[src/rtl/sort_e2_merge.sv]
// sort_e2_merge: folds two pre-sorted 5-entry E1 lists per line into a running
// frame-wide top-5, one candidate per cycle, and publishes it at end of frame.
//
// Ports:
//   sys_clk, sys_rst      clock, asynchronous active-high reset
//   sorter_clr            synchronous clear, overrides everything else
//   E1L/E1H_sorter_out0..4 {local idx, score} candidates, each list descending
//   E1_sort_en            one-cycle strobe, candidates valid in that cycle
//   E1_last_sort          marks the final line of the frame (with E1_sort_en)
//   E1_index_counter      1-based line number of the strobed batch
//   topk_out0..4          {global idx, score} running list, descending
//   topk_cnt              number of valid entries in the running list
//   topk_valid            one-cycle strobe, list is the final frame result
//   busy                  merge FSM not idle
//   overflow              sticky, a batch arrived with the pending slot full
module sort_e2_merge #(
  parameter int unsigned Data_Width  = 8,
  parameter int unsigned Index_Width = 16,
  parameter int unsigned Lane_Bits   = 5
) (
  input  logic                                     sys_clk,
  input  logic                                     sys_rst,
  input  logic                                     sorter_clr,
  input  logic [Index_Width+Data_Width-1:0]        E1L_sorter_out0,
  input  logic [Index_Width+Data_Width-1:0]        E1L_sorter_out1,
  input  logic [Index_Width+Data_Width-1:0]        E1L_sorter_out2,
  input  logic [Index_Width+Data_Width-1:0]        E1L_sorter_out3,
  input  logic [Index_Width+Data_Width-1:0]        E1L_sorter_out4,
  input  logic [Index_Width+Data_Width-1:0]        E1H_sorter_out0,
  input  logic [Index_Width+Data_Width-1:0]        E1H_sorter_out1,
  input  logic [Index_Width+Data_Width-1:0]        E1H_sorter_out2,
  input  logic [Index_Width+Data_Width-1:0]        E1H_sorter_out3,
  input  logic [Index_Width+Data_Width-1:0]        E1H_sorter_out4,
  input  logic                                     E1_sort_en,
  input  logic                                     E1_last_sort,
  input  logic [Index_Width-1:0]                   E1_index_counter,
  output logic [Index_Width+Lane_Bits+Data_Width-1:0] topk_out0,
  output logic [Index_Width+Lane_Bits+Data_Width-1:0] topk_out1,
  output logic [Index_Width+Lane_Bits+Data_Width-1:0] topk_out2,
  output logic [Index_Width+Lane_Bits+Data_Width-1:0] topk_out3,
  output logic [Index_Width+Lane_Bits+Data_Width-1:0] topk_out4,
  output logic [2:0]                               topk_cnt,
  output logic                                     topk_valid,
  output logic                                     busy,
  output logic                                     overflow
);

  localparam int unsigned IN_W   = Index_Width + Data_Width;
  localparam int unsigned CAND_W = Lane_Bits + Data_Width;
  localparam int unsigned OUT_W  = Index_Width + Lane_Bits + Data_Width;
  localparam int          NUM_CAND = 10;
  localparam int          TOPK     = 5;

  localparam logic [1:0] ST_IDLE  = 2'd0;
  localparam logic [1:0] ST_MERGE = 2'd1;
  localparam logic [1:0] ST_EMIT  = 2'd2;

  // Most negative score marks an unused (padding) candidate.
  localparam logic [Data_Width-1:0] PAD_SCORE = {1'b1, {(Data_Width-1){1'b0}}};

  logic [1:0]             state_q, state_d;
  logic [3:0]             cnt_q, cnt_d;
  logic                   pend_full_q, pend_full_d;
  logic                   pend_last_q, pend_last_d;
  logic [Index_Width-1:0] pend_line_q, pend_line_d;
  logic [CAND_W-1:0]      pend_cand_q [NUM_CAND];
  logic [CAND_W-1:0]      pend_cand_d [NUM_CAND];
  logic                   work_last_q, work_last_d;
  logic [Index_Width-1:0] work_line_q, work_line_d;
  logic [CAND_W-1:0]      work_cand_q [NUM_CAND];
  logic [CAND_W-1:0]      work_cand_d [NUM_CAND];
  logic [OUT_W-1:0]       list_q [TOPK];
  logic [OUT_W-1:0]       list_d [TOPK];
  logic [2:0]             topk_cnt_q, topk_cnt_d;
  logic                   overflow_q, overflow_d;

  logic [CAND_W-1:0]      in_cand [NUM_CAND];
  logic [CAND_W-1:0]      cur_cand;
  logic [Data_Width-1:0]  cur_score;
  logic [OUT_W-1:0]       cur_entry;
  logic                   is_pad;
  logic                   placed;
  logic [OUT_W-1:0]       carry;
  logic [OUT_W-1:0]       ins_list [TOPK];
  logic [2:0]             ins_cnt;
  logic                   take_pend;
  logic                   unused_hi_bits;

  // Keep only the lane bits of the local index; interleave L/H in merge order.
  always_comb begin
    in_cand[0] = {E1L_sorter_out0[Data_Width +: Lane_Bits], E1L_sorter_out0[Data_Width-1:0]};
    in_cand[1] = {E1H_sorter_out0[Data_Width +: Lane_Bits], E1H_sorter_out0[Data_Width-1:0]};
    in_cand[2] = {E1L_sorter_out1[Data_Width +: Lane_Bits], E1L_sorter_out1[Data_Width-1:0]};
    in_cand[3] = {E1H_sorter_out1[Data_Width +: Lane_Bits], E1H_sorter_out1[Data_Width-1:0]};
    in_cand[4] = {E1L_sorter_out2[Data_Width +: Lane_Bits], E1L_sorter_out2[Data_Width-1:0]};
    in_cand[5] = {E1H_sorter_out2[Data_Width +: Lane_Bits], E1H_sorter_out2[Data_Width-1:0]};
    in_cand[6] = {E1L_sorter_out3[Data_Width +: Lane_Bits], E1L_sorter_out3[Data_Width-1:0]};
    in_cand[7] = {E1H_sorter_out3[Data_Width +: Lane_Bits], E1H_sorter_out3[Data_Width-1:0]};
    in_cand[8] = {E1L_sorter_out4[Data_Width +: Lane_Bits], E1L_sorter_out4[Data_Width-1:0]};
    in_cand[9] = {E1H_sorter_out4[Data_Width +: Lane_Bits], E1H_sorter_out4[Data_Width-1:0]};
  end

  assign unused_hi_bits = ^{E1L_sorter_out0[IN_W-1:Data_Width+Lane_Bits],
                            E1L_sorter_out1[IN_W-1:Data_Width+Lane_Bits],
                            E1L_sorter_out2[IN_W-1:Data_Width+Lane_Bits],
                            E1L_sorter_out3[IN_W-1:Data_Width+Lane_Bits],
                            E1L_sorter_out4[IN_W-1:Data_Width+Lane_Bits],
                            E1H_sorter_out0[IN_W-1:Data_Width+Lane_Bits],
                            E1H_sorter_out1[IN_W-1:Data_Width+Lane_Bits],
                            E1H_sorter_out2[IN_W-1:Data_Width+Lane_Bits],
                            E1H_sorter_out3[IN_W-1:Data_Width+Lane_Bits],
                            E1H_sorter_out4[IN_W-1:Data_Width+Lane_Bits]};

  // Insertion of the current candidate into the running list. The first slot
  // that is empty or strictly beaten takes the candidate; later slots shift.
  always_comb begin
    cur_cand  = work_cand_q[cnt_q];
    cur_score = cur_cand[Data_Width-1:0];
    cur_entry = {work_line_q, cur_cand};
    is_pad    = (cur_score == PAD_SCORE);
    placed    = 1'b0;
    carry     = '0;
    for (int i = 0; i < TOPK; i++) begin
      ins_list[i] = list_q[i];
      if (placed) begin
        ins_list[i] = carry;
        carry       = list_q[i];
      end else if (!is_pad && ((3'(i) >= topk_cnt_q) ||
                   ($signed(cur_score) > $signed(list_q[i][Data_Width-1:0])))) begin
        ins_list[i] = cur_entry;
        carry       = list_q[i];
        placed      = 1'b1;
      end
    end
    ins_cnt = topk_cnt_q;
    if (placed && (topk_cnt_q != 3'd5)) begin
      ins_cnt = topk_cnt_q + 3'd1;
    end
  end

  // Next-state: merge FSM, pending/working buffer handoff, capture, clear.
  always_comb begin
    state_d     = state_q;
    cnt_d       = cnt_q;
    pend_full_d = pend_full_q;
    pend_last_d = pend_last_q;
    pend_line_d = pend_line_q;
    pend_cand_d = pend_cand_q;
    work_last_d = work_last_q;
    work_line_d = work_line_q;
    work_cand_d = work_cand_q;
    list_d      = list_q;
    topk_cnt_d  = topk_cnt_q;
    overflow_d  = overflow_q;
    take_pend   = 1'b0;

    case (state_q)
      ST_IDLE: begin
        if (pend_full_q) begin
          state_d   = ST_MERGE;
          cnt_d     = 4'd0;
          take_pend = 1'b1;
        end
      end
      ST_MERGE: begin
        list_d     = ins_list;
        topk_cnt_d = ins_cnt;
        if (cnt_q == 4'd9) begin
          cnt_d = 4'd0;
          if (work_last_q) begin
            state_d = ST_EMIT;
          end else if (pend_full_q) begin
            state_d   = ST_MERGE;
            take_pend = 1'b1;
          end else begin
            state_d = ST_IDLE;
          end
        end else begin
          cnt_d = cnt_q + 4'd1;
        end
      end
      ST_EMIT: begin
        for (int i = 0; i < TOPK; i++) begin
          list_d[i] = '0;
        end
        topk_cnt_d = 3'd0;
        if (pend_full_q) begin
          state_d   = ST_MERGE;
          cnt_d     = 4'd0;
          take_pend = 1'b1;
        end else begin
          state_d = ST_IDLE;
        end
      end
      default: begin
        state_d = ST_IDLE;
        cnt_d   = 4'd0;
      end
    endcase

    if (take_pend) begin
      work_last_d = pend_last_q;
      work_line_d = pend_line_q;
      work_cand_d = pend_cand_q;
      pend_full_d = 1'b0;
    end

    // A slot freed on this edge can be refilled on the same edge.
    if (E1_sort_en) begin
      if (pend_full_d) begin
        overflow_d = 1'b1;
      end else begin
        pend_full_d = 1'b1;
        pend_last_d = E1_last_sort;
        pend_line_d = E1_index_counter - Index_Width'(1);
        pend_cand_d = in_cand;
      end
    end

    if (sorter_clr) begin
      state_d     = ST_IDLE;
      cnt_d       = 4'd0;
      pend_full_d = 1'b0;
      pend_last_d = 1'b0;
      pend_line_d = '0;
      work_last_d = 1'b0;
      work_line_d = '0;
      for (int i = 0; i < NUM_CAND; i++) begin
        pend_cand_d[i] = '0;
        work_cand_d[i] = '0;
      end
      for (int i = 0; i < TOPK; i++) begin
        list_d[i] = '0;
      end
      topk_cnt_d = 3'd0;
      overflow_d = 1'b0;
    end
  end

  // State registers.
  always_ff @(posedge sys_clk or posedge sys_rst) begin
    if (sys_rst) begin
      state_q     <= ST_IDLE;
      cnt_q       <= 4'd0;
      pend_full_q <= 1'b0;
      pend_last_q <= 1'b0;
      pend_line_q <= '0;
      work_last_q <= 1'b0;
      work_line_q <= '0;
      for (int i = 0; i < NUM_CAND; i++) begin
        pend_cand_q[i] <= '0;
        work_cand_q[i] <= '0;
      end
      for (int i = 0; i < TOPK; i++) begin
        list_q[i] <= '0;
      end
      topk_cnt_q <= 3'd0;
      overflow_q <= 1'b0;
    end else begin
      state_q     <= state_d;
      cnt_q       <= cnt_d;
      pend_full_q <= pend_full_d;
      pend_last_q <= pend_last_d;
      pend_line_q <= pend_line_d;
      work_last_q <= work_last_d;
      work_line_q <= work_line_d;
      pend_cand_q <= pend_cand_d;
      work_cand_q <= work_cand_d;
      list_q      <= list_d;
      topk_cnt_q  <= topk_cnt_d;
      overflow_q  <= overflow_d;
    end
  end

  assign topk_out0  = list_q[0];
  assign topk_out1  = list_q[1];
  assign topk_out2  = list_q[2];
  assign topk_out3  = list_q[3];
  assign topk_out4  = list_q[4];
  assign topk_cnt   = topk_cnt_q;
  assign topk_valid = (state_q == ST_EMIT);
  assign busy       = (state_q != ST_IDLE);
  assign overflow   = overflow_q;

endmodule

[config.mk]
export PLATFORM = sky130hd
export DESIGN_NAME = sort_e2_merge
export DESIGN_NICKNAME = d
export VERILOG_FILES = /design/src/rtl/sort_e2_merge.sv
export SDC_FILE = /design/constraint.sdc
export NUM_CORES = 1
export LEC_CHECK = 0
export ABC_CLOCK_PERIOD_IN_PS = 21400
export CORE_MARGIN = 8
export CORE_UTILIZATION = 30
export CTS_CLUSTER_DIAMETER = 200
export CTS_CLUSTER_SIZE = 8
export DETAILED_ROUTE_END_ITERATION = 8
export GPL_TIMING_DRIVEN = 0
export PLACE_DENSITY = 0.53
export REMOVE_ABC_BUFFERS = 1
export SYNTH_ARGS = -nofsm -noshare
export SYNTH_HDL_FRONTEND = slang
export SYNTH_SLANG_ARGS = --single-unit
[constraint.sdc]
create_clock -name sys_clk -period 21.4 [get_ports sys_clk]
set_input_delay 4.28 -clock sys_clk [delete_from_list [all_inputs] [get_ports sys_clk]]
set_output_delay 4.28 -clock sys_clk [all_outputs]
set_load 0.005 [all_outputs]
* Yosys cells after proc, flatten, opt, wreduce, memory -nomap -nowiden *
Index checks and enable logic that the tools add are counted.

operators by class
  $add $sub $neg = 3
  order comparisons = 11
  equality and inequality tests = 15
  mux-type cells = 68
  bitwise gates (word level) = 1
  reductions and logical operators = 28

operator list
  cell                     count
  $mux W130                5
  $mux W29                 16
  $pmux W145 S2            1
  $mux W145                1
  $mux W16                 5
  $bmux W13 S4             1
  $gt A8 B8 Y1             5
  $mux W13                 2
  $mux W1                  24
  $reduce_and A2 Y1        9
  $ne A4 B4 Y1 const B     4
  $sub A16 B1 Y16 const B  1
  $ne A3 B3 Y1 const B     5
  $mux W4                  3
  $eq A8 B8 Y1 const B     1
  $mux W2                  4
  $pmux W4 S2              1
  $reduce_bool A2 Y1       4
  $ge A1 B3 Y1 const A     2
  $ge A2 B3 Y1 const A     2
  $logic_and A1 B1 Y1      6
  $mux W3                  2
  $pmux W2 S3              1
  $pmux W3 S2              1
  16 further kinds         20

storage, ports and cells
  bits in registers = 450
  bits of input ports = 261
  output and inout port bits = 151
  logic and storage cells = 160

* Depth between registers and ports, before layout *
Gate-level depths: netlist (run 1).

  word-level depth = 17
  gate-level depth with buffers = 19
  gate-level depth less buffers = 13

* Worst setup path before layout (run 1) *
Ideal clock, no wire load.

  path type = in2reg
  start = input E1_index_counter[8]
  end = register pend_line_q[15]
  setup time = 0.094 ns
  data arrival time = 5.715 ns
  data required time = 21.306 ns
  slack = 15.591 ns
  stages = 6
  path buffers = 0
  path through = or4_1 -> nor4_1 -> nand2b_1 -> nor4_1 -> xnor2_1 -> a211oi_1

between the ends
  cells in the longest elaborated chain, start to end = 4

RTL lines
  item                    line  text
  start: declaration      36    input logic [Index_Width-1:0] E1_index_counter,
  $sub A16 B1 Y16         215   pend_line_d = E1_index_counter - Index_Width'(1);
  $mux W16                210   if (pend_full_d) begin
  $mux W16                209   if (E1_sort_en) begin
  $mux W16                220   if (sorter_clr) begin
  end signal: assignment  264   pend_line_q <= pend_line_d;
  end: declaration        65    logic [Index_Width-1:0] pend_line_q, pend_line_d;

Every way passes these cells. The select of a mux whose other input is x is not followed.
A chain may end at the register's enable or synchronous reset.

* Final worst setup path (run 1) *
  start = input sorter_clr
  end = register list_q (netlist bit topk_out4[22])

between the ends
  cells in the longest elaborated chain, start to end = 2
  elaborated cells between the ends (all ways) = 4
  classes of those cells = eq/ne (1); mux (1); reduce/logical (2)

RTL lines
  item                                                                 line  text
  start: declaration                                                   23    input logic sorter_clr,
  $ne A4 B4 Y1 (no source line) or $reduce_bool A3 Y1 (tied branches)  --
  $reduce_and A2 Y1 (no source line)                                   --
  end signal: assignment                                               269   list_q <= list_d;
  end: declaration                                                     72    logic [OUT_W-1:0] list_q [TOPK];

Parallel ways exist; a longest one is shown, timed or not.

==> results of run 1 <==
## path summary, 6_finish.rpt
check / depth (start not counted) / startpoint / end / slack, ns
min in group asynchronous: 3 / sys_rst / topk_out3[0]$_DFFE_PP0P_ / 4.23
worst min-delay path: 2 / overflow$_DFFE_PP0P_ / overflow$_DFFE_PP0P_ / 0.49
worst min register to register: 2 / overflow$_DFFE_PP0P_ / overflow$_DFFE_PP0P_ / 0.49
worst max-delay path: 7 / sorter_clr / topk_out4[22]$_DFFE_PP0P_ / 14.65
max in group asynchronous: 5 / sys_rst / pend_line_q[0]$_DFFE_PP0P_ / 15.69
worst max register to register: 15 / cnt_q[0]$_DFFE_PP0P_ / topk_out4[26]$_DFFE_PP0P_ / 14.95
## registers in the layout, indices dropped and copies added (netlist names)
register     cells
pend_cand_q    130
work_cand_q    130
topk_out0       29
topk_out1       29
topk_out2       29
topk_out3       29
topk_out4       29
pend_line_q     16
work_line_q     16
cnt_q            4
topk_cnt         3
state_q          2
overflow         1
pend_full_q      1
pend_last_q      1
work_last_q      1
## area by class of cell
cell class | count | area, sq um
Multi-Input combinational cell | 1656 | 9050
Clock inverter | 6 | 75.1
Fill cell | 7101 | 42800
Antenna cell | 1 | 2.50
Tap cell | 940 | 1180
Clock buffer | 69 | 1680
Inverter | 52 | 203
Timing Repair Buffer | 330 | 3620
Sequential cell | 450 | 11300
## logic make-up after synthesis
kind of cell,Yosys count
buffers and inverters,227
multiplexers,83
XOR/XNOR,13
AND/OR/NAND/NOR,901
AO/OA/AOI/OAI,612
adder cells (fa/ha/maj),47
flip-flops,450
## routing by layer
| metal | global-route usage, % | share of wire (%) | wire length, um |
|---|---|---|---|
| met5 | 0 | 0 | 0 |
| met4 | 5.37 | 2.4 | 1590 |
| met3 | 2.65 | 5.4 | 3630 |
| met2 | 27.6 | 48 | 32500 |
| met1 | 21.9 | 44 | 29700 |
## cell usage in the layout, fill, tap and decap left out, drive strengths merged, types with 35 or more instances in the layout
| cell type | n |
|---|---|
| dfrtp | 450 |
| ha | 47 |
| clkbuf | 69 |
| clkdlybuf4s50 | 300 |
| a21oi | 370 |
| nor2 | 76 |
| o21ai | 90 |
| a311oi | 35 |
| nand2 | 751 |
| mux2i | 49 |
| inv | 57 |
## through the flow
stage          hold slack (ns)  power (uW)  instances  utilization, %  TNS, ns
2_1_floorplan            0.486        1040       2158               -        0
3_3_place_gp             0.479        1160       3399            35.2  -484.85
3_5_place_dp             0.487        1160       3427            36.2        0
4_1_cts                  0.502        2110       3502            38.7        0
5_1_grt                  0.532        2160       3503            38.7        0
6_report                 0.490        2070       3504            38.7        0
## critical path, delay by kind of cell
kind | cells | cell delay [ns]
buf+inv | 2 | 0.60
simple gates | 4 | 1.96
compound gates | 1 | 0.22
## power by group through the flow
| stage | registers, uW | clock network, uW | logic, uW |
|---|---|---|---|
| 5_1_grt | 915 | 992 | 258 |
| 4_1_cts | 912 | 963 | 237 |
| 2_1_floorplan | 920 | 0 | 117 |
| 6_report | 912 | 929 | 232 |
| 3_3_place_gp | 930 | 0 | 227 |
| 3_5_place_dp | 925 | 0 | 237 |
==> flow_results.xml, run 1 <==
<?xml version="1.0" encoding="UTF-8"?>
<metrics>
  <group name="outcome">
    <metric name="status" unit="">finished, final reports clean</metric>
  </group>
  <group name="drt">
    <metric name="route.detailed.wl_per_inst" unit="um">19.3</metric>
    <metric name="postRouteWirelength" unit="mm">67.5</metric>
    <metric name="drt_first_iter_violations" unit="">1025</metric>
    <metric name="remaining_drc_errors" unit="">0</metric>
    <metric name="detail-route-antenna-nets" unit="">0</metric>
    <metric name="routed_via_density" unit="">4.98</metric>
    <metric name="drt_pre_antenna_iters" unit="">5</metric>
    <metric name="num_vias" unit="">17400</metric>
  </group>
  <group name="clock_tree">
    <metric name="cts_hold_repair.buffers" unit="">0</metric>
    <metric name="cts_tree" unit="">done</metric>
    <metric name="cts_sinks" unit="">450</metric>
    <metric name="clock_tree.root_cell" unit="">clkbuf_16</metric>
    <metric name="clock_tree.htree_level_count" unit="">3</metric>
    <metric name="worstSkewPairLatency" unit="ns">0.60</metric>
    <metric name="clk_path_buf_depth" unit="">3</metric>
    <metric name="cts_resized" unit="">0</metric>
    <metric name="cts_buffers" unit="">66</metric>
    <metric name="cts.reportedPaths.clkPinSlew" unit="ns">0.05</metric>
    <metric name="post_cts_buffers" unit="">0</metric>
  </group>
  <group name="power_and_ir_drop">
    <metric name="power.share.combinational" unit="%">11.2</metric>
    <metric name="internal-power" unit="uW">1540</metric>
    <metric name="cellLeakagePower" unit="uW">0.0110</metric>
    <metric name="netSwitchingPower" unit="uW">536</metric>
    <metric name="peakVddDrop" unit="mV">0.0491</metric>
    <metric name="sw_frac_of_total" unit="%">25.9</metric>
    <metric name="pwr_density_cell" unit="nW/um^2">76.5</metric>
    <metric name="power.clock.fraction" unit="%">44.8</metric>
    <metric name="share_seq_of_total_power" unit="%">44.0</metric>
  </group>
  <group name="die">
    <metric name="design.die.area" unit="sq um">79300</metric>
    <metric name="core_box_area" unit="sq um">69900</metric>
    <metric name="initial_utilization" unit="%">30.3</metric>
    <metric name="die_width" unit="um">282</metric>
    <metric name="io-pin-count" unit="">412</metric>
    <metric name="die_height" unit="um">282</metric>
    <metric name="row_count" unit="">97</metric>
  </group>
  <group name="layout">
    <metric name="areaGrowthSynthToFinish" unit="%">27.9</metric>
    <metric name="nNetsFinal" unit="">2864</metric>
    <metric name="drive_above_1_share" unit="%">6.40</metric>
    <metric name="post-route-cell-area" unit="sq um">27100</metric>
  </group>
  <group name="timing">
    <metric name="timing_hold_violations_final" unit="">0</metric>
    <metric name="timing_worst_slew_pin_value" unit="ns">1.32</metric>
    <metric name="final_report_max_slew_violation_count" unit="">0</metric>
    <metric name="setup_ws" unit="ns">14.65</metric>
    <metric name="finClkSkew" unit="ns">0.0288</metric>
    <metric name="setup_viol_count_final" unit="">0</metric>
    <metric name="finalCritPeriodShare" unit="%">31.5</metric>
    <metric name="grt_setup_unrepaired" unit="">false</metric>
    <metric name="post-route-min-period" unit="ns">6.75</metric>
    <metric name="highest_achievable_clock_rate" unit="MHz">148</metric>
    <metric name="worst_slew_margin" unit="%">11.8</metric>
  </group>
  <group name="global_route">
    <metric name="total_routing_usage_gr" unit="%">16.6</metric>
    <metric name="antenna_found_initial" unit="">1</metric>
    <metric name="grt_overflow_total" unit="">0</metric>
    <metric name="number_of_global_route_vias_before_repair" unit="">17800</metric>
    <metric name="grt_start_max_net_pins" unit="">150</metric>
    <metric name="grt_pass1_wl" unit="mm">104</metric>
  </group>
  <group name="synthesis">
    <metric name="post_synth_inst_count" unit="">2333</metric>
    <metric name="synth-xor-area-share" unit="%">0.538</metric>
    <metric name="number_of_warning_messages_in_the_yosys_log" unit="">0</metric>
    <metric name="simple_logic_cell_fraction_of_the_synthesized_area" unit="%">17.0</metric>
    <metric name="synth-seq-cells" unit="">450</metric>
    <metric name="synthesized_cell_area" unit="sq um">21200</metric>
    <metric name="syn_avg_cell_area" unit="sq um">9.08</metric>
    <metric name="list_of_most_frequent_post_synthesis_cells" unit="">nand2_1, dfrtp_1, a21oi_1</metric>
    <metric name="synth-compound-area-share" unit="%">16.7</metric>
    <metric name="ys_dominant_reg_cell" unit="">dfrtp_1</metric>
    <metric name="synthAdderAreaFrac" unit="%">2.78</metric>
    <metric name="ys_async_rst_share" unit="%">100</metric>
    <metric name="synth_top_cells_by_area" unit="">dfrtp_1, nand2_1, a21oi_1</metric>
    <metric name="yosys.cell_count.top_type" unit="">nand2_1</metric>
    <metric name="register_area_share_after_synthesis" unit="%">53.2</metric>
    <metric name="synth_top_family_by_area" unit="">simple AND/OR/NAND/NOR gates</metric>
    <metric name="netlist-cell-type-count" unit="">61</metric>
    <metric name="yosys-mux-area-fraction" unit="%">5.29</metric>
    <metric name="yosys.area.top_type_share" unit="%">53.2</metric>
    <metric name="synth_top_area_cell" unit="">dfrtp_1</metric>
    <metric name="number_of_synthesized_flops_with_an_enable_pin" unit="">0</metric>
  </group>
  <group name="hold_path">
    <metric name="hold_wc_path_type" unit="">reg -&gt; reg</metric>
  </group>
  <group name="placement">
    <metric name="portBuffers" unit="">301</metric>
    <metric name="place_worst_setup_slack" unit="ns">14.05</metric>
    <metric name="place.detailed.hpwl" unit="mm">46.6</metric>
    <metric name="dpl_cell_area" unit="sq um">25300</metric>
    <metric name="globalplace.congestion" unit="">0.885</metric>
  </group>
  <group name="flow_run">
    <metric name="maxCapViolCount" unit="">0</metric>
  </group>
  <group name="setup_path">
    <metric name="cp_max_fo" unit="">149</metric>
    <metric name="arrival" unit="ns">7.15</metric>
    <metric name="critical_path.endpoint_type" unit="">flop</metric>
    <metric name="critPathSlowestCell" unit="">nor2_2</metric>
    <metric name="timing.critical_path.cells" unit="">buf_8, buf_16, or2_4, nor3_1, and4_1, nor2_2, a311oi_1</metric>
    <metric name="startpoint_type" unit="">primary input</metric>
    <metric name="required" unit="ns">21.81</metric>
    <metric name="timing.setup.critical_path_class" unit="">in -&gt; reg</metric>
    <metric name="cpPeakStageDelay" unit="ns">0.84</metric>
  </group>
</metrics>
Power figures use the tool's default switching activity.
==> run 2, diff against run 1 <==
--- a/config.mk
+++ b/config.mk
@@ -5,14 +5,14 @@
 export SDC_FILE = /design/constraint.sdc
 export NUM_CORES = 1
 export LEC_CHECK = 0
-export ABC_CLOCK_PERIOD_IN_PS = 21400
+export ABC_CLOCK_PERIOD_IN_PS = 5900
 export CORE_MARGIN = 8
 export CORE_UTILIZATION = 30
 export CTS_CLUSTER_DIAMETER = 200
 export CTS_CLUSTER_SIZE = 8
 export DETAILED_ROUTE_END_ITERATION = 8
 export GPL_TIMING_DRIVEN = 0
-export PLACE_DENSITY = 0.53
+export PLACE_DENSITY = 0.55
 export REMOVE_ABC_BUFFERS = 1
 export SYNTH_ARGS = -nofsm -noshare
 export SYNTH_HDL_FRONTEND = slang
==> constraint.sdc (replaced) <==
create_clock -name sys_clk -period 5.9 [get_ports sys_clk]
set_input_delay 1.18 -clock sys_clk [delete_from_list [all_inputs] [get_ports sys_clk]]
set_output_delay 1.18 -clock sys_clk [all_outputs]
set_load 0.005 [all_outputs]
==> run 2 against run 1 <==
Compared with the run above:
- clock skew about the same
- clock power rose to 3.6 times the previous value
- design area up 0.40%
- critical endpoint is now topk_out3[7]$_DFFE_PP0P_
- worst setup slack got worse by 14 ns
- first-iteration DRC count increased by 20%
- critical path type is now reg -> reg
- sequential share of layout area is 0.16 points lower
==> flow_results.xml, run 2 (synthesis gave the netlist of run 1 again) <==
<?xml version="1.0" encoding="UTF-8"?>
<metrics>
  <group name="drt">
    <metric name="num_vias" unit="">17600</metric>
    <metric name="remaining_drc_errors" unit="">0</metric>
    <metric name="routed_via_density" unit="">5.01</metric>
    <metric name="detail-route-antenna-nets" unit="">0</metric>
    <metric name="drt_first_iter_violations" unit="">1228</metric>
    <metric name="postRouteWirelength" unit="mm">68.8</metric>
    <metric name="topRoutingLayerUsed" unit="">met5</metric>
    <metric name="wl_met3" unit="mm">3.62</metric>
    <metric name="dr_wl_met2" unit="mm">33.3</metric>
    <metric name="drt_pre_antenna_iters" unit="">6</metric>
    <metric name="route.detailed.wl_per_inst" unit="um">19.6</metric>
    <metric name="routedLengthMet1" unit="mm">30.0</metric>
  </group>
  <group name="placement">
    <metric name="portBuffers" unit="">301</metric>
    <metric name="globalplace.congestion" unit="">0.858</metric>
    <metric name="place.detailed.hpwl" unit="mm">46.9</metric>
  </group>
  <group name="outcome">
    <metric name="status" unit="">finished, final reports clean</metric>
  </group>
  <group name="timing">
    <metric name="timing_hold_violations_final" unit="">0</metric>
    <metric name="setup_viol_count_final" unit="">0</metric>
    <metric name="worst_slew_margin" unit="%">8.79</metric>
    <metric name="finalCritPeriodShare" unit="%">95.2</metric>
    <metric name="worst_hold_slack" unit="ns">0.500</metric>
    <metric name="grt_setup_unrepaired" unit="">false</metric>
    <metric name="highest_achievable_clock_rate" unit="MHz">178</metric>
    <metric name="timing_worst_slew_pin_value" unit="ns">1.37</metric>
    <metric name="final_report_max_slew_violation_count" unit="">0</metric>
    <metric name="post-route-min-period" unit="ns">5.62</metric>
    <metric name="finClkSkew" unit="ns">0.0290</metric>
  </group>
  <group name="power_and_ir_drop">
    <metric name="share_seq_of_total_power" unit="%">43.8</metric>
    <metric name="sw_frac_of_total" unit="%">26.2</metric>
    <metric name="cellLeakagePower" unit="uW">0.0110</metric>
    <metric name="power.share.combinational" unit="%">11.3</metric>
    <metric name="power.clock.fraction" unit="%">44.8</metric>
    <metric name="internal-power" unit="uW">5560</metric>
    <metric name="pwr_density_cell" unit="nW/um^2">277</metric>
    <metric name="peakVddDrop" unit="mV">0.173</metric>
    <metric name="netSwitchingPower" unit="uW">1980</metric>
  </group>
  <group name="setup_path">
    <metric name="timing.setup.critical_path_class" unit="">reg -&gt; reg</metric>
    <metric name="required" unit="ns">6.39</metric>
    <metric name="arrival" unit="ns">6.11</metric>
    <metric name="cp_max_fo" unit="">42</metric>
    <metric name="critical_path.endpoint_type" unit="">flop</metric>
    <metric name="ff2ff_setup_slack" unit="ns">0.28</metric>
    <metric name="startpoint_type" unit="">flop</metric>
  </group>
  <group name="layout">
    <metric name="post-route-util" unit="%">38.9</metric>
    <metric name="final_cell_mix" unit="">nand2_1, dfrtp_1, a21oi_1</metric>
    <metric name="layout_commonest_cell" unit="">nand2_1</metric>
    <metric name="drive_above_1_share" unit="%">7.00</metric>
    <metric name="areaGrowthSynthToFinish" unit="%">28.4</metric>
    <metric name="largest_registers" unit="">pend_cand_q (130), work_cand_q (130)</metric>
    <metric name="nNetsFinal" unit="">2871</metric>
    <metric name="n_antenna_cell" unit="">0</metric>
  </group>
  <group name="clock_tree">
    <metric name="worstSkewPairLatency" unit="ns">0.60</metric>
    <metric name="clock_tree.root_cell" unit="">clkbuf_16</metric>
    <metric name="cts.reportedPaths.clkPinSlew" unit="ns">0.06</metric>
    <metric name="clock_tree.htree_level_count" unit="">3</metric>
    <metric name="clk_path_buf_depth" unit="">3</metric>
    <metric name="cts_sinks" unit="">450</metric>
    <metric name="cts_buffers" unit="">66</metric>
    <metric name="cts_tree" unit="">done</metric>
  </group>
  <group name="global_route">
    <metric name="number_of_global_route_vias_before_repair" unit="">17900</metric>
    <metric name="grt_pass1_wl" unit="mm">106</metric>
    <metric name="antenna_found_initial" unit="">1</metric>
    <metric name="grt_overflow_total" unit="">0</metric>
    <metric name="grt_start_max_net_pins" unit="">137</metric>
    <metric name="total_routing_usage_gr" unit="%">16.9</metric>
  </group>
  <group name="die">
    <metric name="core_box_area" unit="sq um">69900</metric>
    <metric name="initial_utilization" unit="%">30.3</metric>
    <metric name="design.die.area" unit="sq um">79300</metric>
    <metric name="die_height" unit="um">282</metric>
    <metric name="die_width" unit="um">282</metric>
    <metric name="row_count" unit="">97</metric>
    <metric name="io-pin-count" unit="">412</metric>
  </group>
  <group name="flow_run">
    <metric name="maxCapViolCount" unit="">0</metric>
  </group>
  <group name="hold_path">
    <metric name="hold_wc_path_type" unit="">reg -&gt; reg</metric>
  </group>
</metrics>
==> run 2: cell types whose count changed in the layout (fill, tap and decap cells not counted), sizes merged <==
cell | before | now
a21oi | 370 | 371
buf | 30 | 36
clkbuf | 69 | 68
clkinv | 1 | 5
diode | 1 | 0
inv | 57 | 55
==> run 2: path summary, 6_finish.rpt <==
| path | from | to | cells after the start |
|---|---|---|---|
| worst max-delay path | cnt_q[0]$_DFFE_PP0P_ | topk_out3[7]$_DFFE_PP0P_ | 15 |
| worst min-delay path | pend_cand_q[62]$_DFFE_PP0P_ | work_cand_q[62]$_DFFE_PP0P_ | 2 |
| worst max register to register | cnt_q[0]$_DFFE_PP0P_ | topk_out3[7]$_DFFE_PP0P_ | 15 |
| worst min register to register | pend_cand_q[62]$_DFFE_PP0P_ | work_cand_q[62]$_DFFE_PP0P_ | 2 |
| max in group asynchronous | sys_rst | pend_cand_q[51]$_DFFE_PP0P_ | 4 |
| min in group asynchronous | sys_rst | topk_out3[6]$_DFFE_PP0P_ | 2 |
==> run 2: per-stage QoR <==
stage	setup slack [ns]	cell area, sq um	total power [uW]	setup TNS, ns	std cells
2_1_floorplan	-7.82	20400	3760	-3975.12	2158
3_3_place_gp	-13.53	24600	4200	-8612.55	3399
3_5_place_dp	-1.06	25300	4220	-75.90	3426
4_1_cts	0.0978	27100	7680	0	3509
5_1_grt	0.0367	27200	7900	0	3511
6_report	0.281	27200	7540	0	3511
==> run 2: layout make-up <==
cell class	count	area, sq um
fillers	7013	42700
multi-input cells	1657	9120
well taps	940	1180
flip-flops and latches	450	11300
inverters	52	203
clock buffers	68	1660
repair buffers	336	3640
clock inverters	8	128
==> run 2: power groups by stage <==
stage                     Sequential, uW  Combinational [uW]  Clock (uW)
after floorplan                     3340                 426           0
after global placement              3370                 826           0
after detailed placement            3360                 859           0
after CTS                           3310                 865        3510
after global routing                3320                 948        3630
final                               3310                 855        3380
==> run 2: repair_timing <==
item,4_1_cts,5_1_grt
endpoints found under the setup margin,141,83
hold buffers,0,0
hold endpoints to repair,0,0
pin swaps,2,0
setup buffers,7,1
gates resized for setup,9,6
gates cloned,0,1
==> run 2: per-layer routing <==
layer / vias to the layer above / GRT usage (%)
met2: 443 / 28.1
met1: 8657 / 21.8
met4: 2 / 6.06
met3: 104 / 3.33
met5: - / 0
li1: 8388 / -
==> run 2: critical path: stages, from the launching register on <==
cell,delay [ns]
dfrtp_4,0.61
buf_16,0.28
mux4_2,0.53
a22oi_1,0.45
o21a_1,0.42
inv_1,0.29
ha_1,0.37
nand4_1,0.09
o22ai_1,0.08
a211o_1,0.23
a21oi_1,0.32
nor4b_4,0.12
buf_4,0.22
a21oi_4,0.94
o311ai_0,0.30
a21oi_1,0.21
==> run 3, diff against run 2 <==
--- a/config.mk
+++ b/config.mk
@@ -5,14 +5,14 @@
 export SDC_FILE = /design/constraint.sdc
 export NUM_CORES = 1
 export LEC_CHECK = 0
-export ABC_CLOCK_PERIOD_IN_PS = 5900
+export ABC_CLOCK_PERIOD_IN_PS = 6700
 export CORE_MARGIN = 8
 export CORE_UTILIZATION = 30
 export CTS_CLUSTER_DIAMETER = 200
-export CTS_CLUSTER_SIZE = 8
+export CTS_CLUSTER_SIZE = 25
 export DETAILED_ROUTE_END_ITERATION = 8
 export GPL_TIMING_DRIVEN = 0
-export PLACE_DENSITY = 0.55
+export PLACE_DENSITY = 0.53
 export REMOVE_ABC_BUFFERS = 1
 export SYNTH_ARGS = -nofsm -noshare
 export SYNTH_HDL_FRONTEND = slang
==> constraint.sdc (replaced) <==
create_clock -name sys_clk -period 6.7 [get_ports sys_clk]
set_input_delay 1.34 -clock sys_clk [delete_from_list [all_inputs] [get_ports sys_clk]]
set_output_delay 1.34 -clock sys_clk [all_outputs]
set_load 0.005 [all_outputs]
==> run 3 against run 2 <==
Compared with the run above:
- clock power down 57%
- die area unchanged
- clock-buffer cell count down 46
- total power down 32%
- via count down 1.6%
- global-route usage down 0.81 points
==> flow_results.xml, run 3 (synthesis gave the netlist of run 1 again) <==
<?xml version="1.0" encoding="UTF-8"?>
<metrics>
  <group name="outcome">
    <metric name="status" unit="">finished, final reports clean</metric>
  </group>
  <group name="timing">
    <metric name="setup_viol_count_final" unit="">0</metric>
    <metric name="highest_achievable_clock_rate" unit="MHz">158</metric>
    <metric name="timing_worst_slew_pin_value" unit="ns">1.29</metric>
    <metric name="finClkSkew" unit="ns">0.0166</metric>
    <metric name="post-route-min-period" unit="ns">6.34</metric>
    <metric name="grt_setup_unrepaired" unit="">false</metric>
    <metric name="worst_slew_margin" unit="%">13.6</metric>
    <metric name="timing.setup.tns" unit="ns">0</metric>
    <metric name="timing_hold_violations_final" unit="">0</metric>
    <metric name="setup_ws" unit="ns">0.357</metric>
    <metric name="final_report_max_slew_violation_count" unit="">0</metric>
    <metric name="finalCritPeriodShare" unit="%">94.7</metric>
  </group>
  <group name="die">
    <metric name="row_count" unit="">97</metric>
    <metric name="io-pin-count" unit="">412</metric>
    <metric name="initial_utilization" unit="%">30.3</metric>
    <metric name="core_box_area" unit="sq um">69900</metric>
    <metric name="die_width" unit="um">282</metric>
    <metric name="design.die.area" unit="sq um">79300</metric>
    <metric name="die_height" unit="um">282</metric>
  </group>
  <group name="clock_tree">
    <metric name="clock_tree.root_cell" unit="">clkbuf_16</metric>
    <metric name="cts_buffers" unit="">21</metric>
    <metric name="cts_sinks" unit="">450</metric>
    <metric name="clk_path_buf_depth" unit="">3</metric>
    <metric name="cts.reportedPaths.clkPinSlew" unit="ns">0.11</metric>
    <metric name="cts_tree" unit="">done</metric>
    <metric name="worstSkewPairLatency" unit="ns">0.56</metric>
    <metric name="clock_tree.htree_level_count" unit="">1</metric>
  </group>
  <group name="layout">
    <metric name="n_fill_cell" unit="">7211</metric>
    <metric name="final_cell_mix" unit="">nand2_1, dfrtp_1, a21oi_1</metric>
    <metric name="drive_above_1_share" unit="%">4.77</metric>
    <metric name="layout_commonest_cell" unit="">nand2_1</metric>
    <metric name="post-route-util" unit="%">37.0</metric>
    <metric name="n_antenna_cell" unit="">0</metric>
    <metric name="areaGrowthSynthToFinish" unit="%">22.2</metric>
    <metric name="largest_registers" unit="">pend_cand_q (130), work_cand_q (130)</metric>
    <metric name="nNetsFinal" unit="">2822</metric>
  </group>
  <group name="drt">
    <metric name="drt_pre_antenna_iters" unit="">5</metric>
    <metric name="routed_via_density" unit="">5.01</metric>
    <metric name="detail-route-antenna-nets" unit="">0</metric>
    <metric name="postRouteWirelength" unit="mm">66.5</metric>
    <metric name="remaining_drc_errors" unit="">0</metric>
    <metric name="drt_first_iter_violations" unit="">1086</metric>
    <metric name="num_vias" unit="">17300</metric>
    <metric name="route.detailed.wl_per_inst" unit="um">19.3</metric>
  </group>
  <group name="power_and_ir_drop">
    <metric name="internal-power" unit="uW">3700</metric>
    <metric name="sw_frac_of_total" unit="%">27.5</metric>
    <metric name="power.clock.fraction" unit="%">28.5</metric>
    <metric name="power.share.combinational" unit="%">14.6</metric>
    <metric name="share_seq_of_total_power" unit="%">56.9</metric>
    <metric name="report.power.total" unit="uW">5100</metric>
    <metric name="peakVddDrop" unit="mV">0.141</metric>
    <metric name="netSwitchingPower" unit="uW">1400</metric>
    <metric name="pwr_density_cell" unit="nW/um^2">197</metric>
    <metric name="cellLeakagePower" unit="uW">0.0104</metric>
  </group>
  <group name="setup_path">
    <metric name="arrival" unit="ns">6.78</metric>
    <metric name="r2r_depth" unit="">13</metric>
    <metric name="required" unit="ns">7.13</metric>
    <metric name="cp.buffers_inverters" unit="">2</metric>
    <metric name="cpPeakStageDelay" unit="ns">1.09</metric>
    <metric name="critPathSlowestCell" unit="">or4b_2</metric>
    <metric name="cp_max_fo" unit="">32</metric>
    <metric name="critical_path.startpoint" unit="">cnt_q[0]$_DFFE_PP0P_</metric>
    <metric name="startpoint_of_the_lowest_slack_register_to_register_path" unit="">cnt_q[0]$_DFFE_PP0P_</metric>
    <metric name="cp_top_family" unit="">compound AO/OA/AOI/OAI gates</metric>
    <metric name="regToRegEndpoint" unit="">topk_out3[5]$_DFFE_PP0P_</metric>
    <metric name="timing.setup.critical_path_class" unit="">reg -&gt; reg</metric>
    <metric name="critical_path.endpoint" unit="">topk_out3[5]$_DFFE_PP0P_</metric>
    <metric name="startpoint_type" unit="">flop</metric>
    <metric name="timing.critical_path.cells" unit="">buf_16, mux4_2, o22ai_1, o32a_1, inv_1, ha_1, or4b_1, a211oi_1, a21oi_1, or4b_2, o21ai_2, a211o_1, a21oi_1</metric>
    <metric name="critical_path.endpoint_type" unit="">flop</metric>
    <metric name="cpMostUsedCell" unit="">a21oi_1</metric>
    <metric name="critical_path_cell_count" unit="">13</metric>
    <metric name="ff2ff_setup_slack" unit="ns">0.36</metric>
  </group>
  <group name="placement">
    <metric name="portBuffers" unit="">301</metric>
    <metric name="place.detailed.hpwl" unit="mm">46.6</metric>
    <metric name="place_worst_setup_slack" unit="ns">-0.597</metric>
    <metric name="globalplace.congestion" unit="">0.885</metric>
  </group>
  <group name="global_route">
    <metric name="antenna_found_initial" unit="">1</metric>
    <metric name="total_routing_usage_gr" unit="%">16.1</metric>
    <metric name="number_of_global_route_vias_before_repair" unit="">17300</metric>
    <metric name="grt_start_max_net_pins" unit="">150</metric>
    <metric name="grt_pass1_wl" unit="mm">102</metric>
    <metric name="grt_overflow_total" unit="">0</metric>
  </group>
  <group name="flow_run">
    <metric name="maxCapViolCount" unit="">0</metric>
  </group>
  <group name="hold_path">
    <metric name="hold_wc_path_type" unit="">reg -&gt; reg</metric>
  </group>
</metrics>
[run 3: cell types whose count changed in the layout (fill, tap and decap cells not counted), moves of 2 or more]
cell       change
clkinv_16      -2
clkbuf_16     -45
buf_4          -4
inv_6          -2
clkinv_8       -2
[run 3: per-stage QoR]
step / instances / cell area, sq um / hold slack [ns]
2_1_floorplan: 2158 / 20400 / 0.486
3_3_place_gp: 3399 / 24600 / 0.479
3_5_place_dp: 3427 / 25300 / 0.487
4_1_cts: 3450 / 25800 / 0.516
5_1_grt: 3454 / 25900 / 0.527
6_report: 3454 / 25900 / 0.507
[run 3: how the worst min path moves through the flow]
| stage | from | endpoint | slack [ns] | cells past startpoint |
|---|---|---|---|---|
| finish | overflow$_DFFE_PP0P_ | overflow$_DFFE_PP0P_ | 0.51 | 2 |
| global route | pend_cand_q[75]$_DFFE_PP0P_ | work_cand_q[75]$_DFFE_PP0P_ | 0.53 | 2 |
| CTS | overflow$_DFFE_PP0P_ | overflow$_DFFE_PP0P_ | 0.52 | 2 |
| detailed placement | overflow$_DFFE_PP0P_ | overflow$_DFFE_PP0P_ | 0.49 | 2 |
| global placement | overflow$_DFFE_PP0P_ | overflow$_DFFE_PP0P_ | 0.48 | 2 |
| floorplan | overflow$_DFFE_PP0P_ | overflow$_DFFE_PP0P_ | 0.49 | 2 |
[run 3: power by group through the flow]
stage / combinational [uW] / clock (uW) / sequential (uW)
2_1_floorplan: 375 / 0 / 2940
3_3_place_gp: 725 / 0 / 2970
3_5_place_dp: 755 / 0 / 2960
4_1_cts: 757 / 1530 / 2900
5_1_grt: 824 / 1610 / 2920
6_report: 743 / 1460 / 2900
[run 3: final cells by class]
cell class	count	area, sq um	area share [%]
Timing Repair Buffer	332	3620	14.0
Inverter	52	203	0.784
Multi-Input combinational cell	1657	9070	35.1
Clock buffer	22	529	2.05
Sequential cell	450	11300	43.5
Tap cell	940	1180	4.55
Clock inverter	1	8.76	0.0339
[run 3: worst register-to-register path: stages, from the launching register on]
cell and delay (ns):
dfrtp_4 0.70, buf_16 0.29, mux4_2 0.61, o22ai_1 0.31, o32a_1 0.47, inv_1 0.32
ha_1 0.40, or4b_1 0.47, a211oi_1 0.27, a21oi_1 0.19, or4b_2 1.09, o21ai_2 0.83
a211o_1 0.20, a21oi_1 0.06
[run 3: layer usage]
layer | track usage, % | share of wire, % | vias up
li1 | - | - | 8269
met1 | 21.9 | 45 | 8535
met2 | 27.3 | 48 | 448
met3 | 1.63 | 4.3 | 68
met4 | 4.09 | 2.4 | 0
met5 | 0 | 0 | -
[run 3: what timing repair did]
action	in CTS	in global routing
cloned	0	1
gates resized for setup	2	3
hold buffers	0	0
pin swaps	0	1
setup endpoints to repair	29	28
buffers inserted	0	3
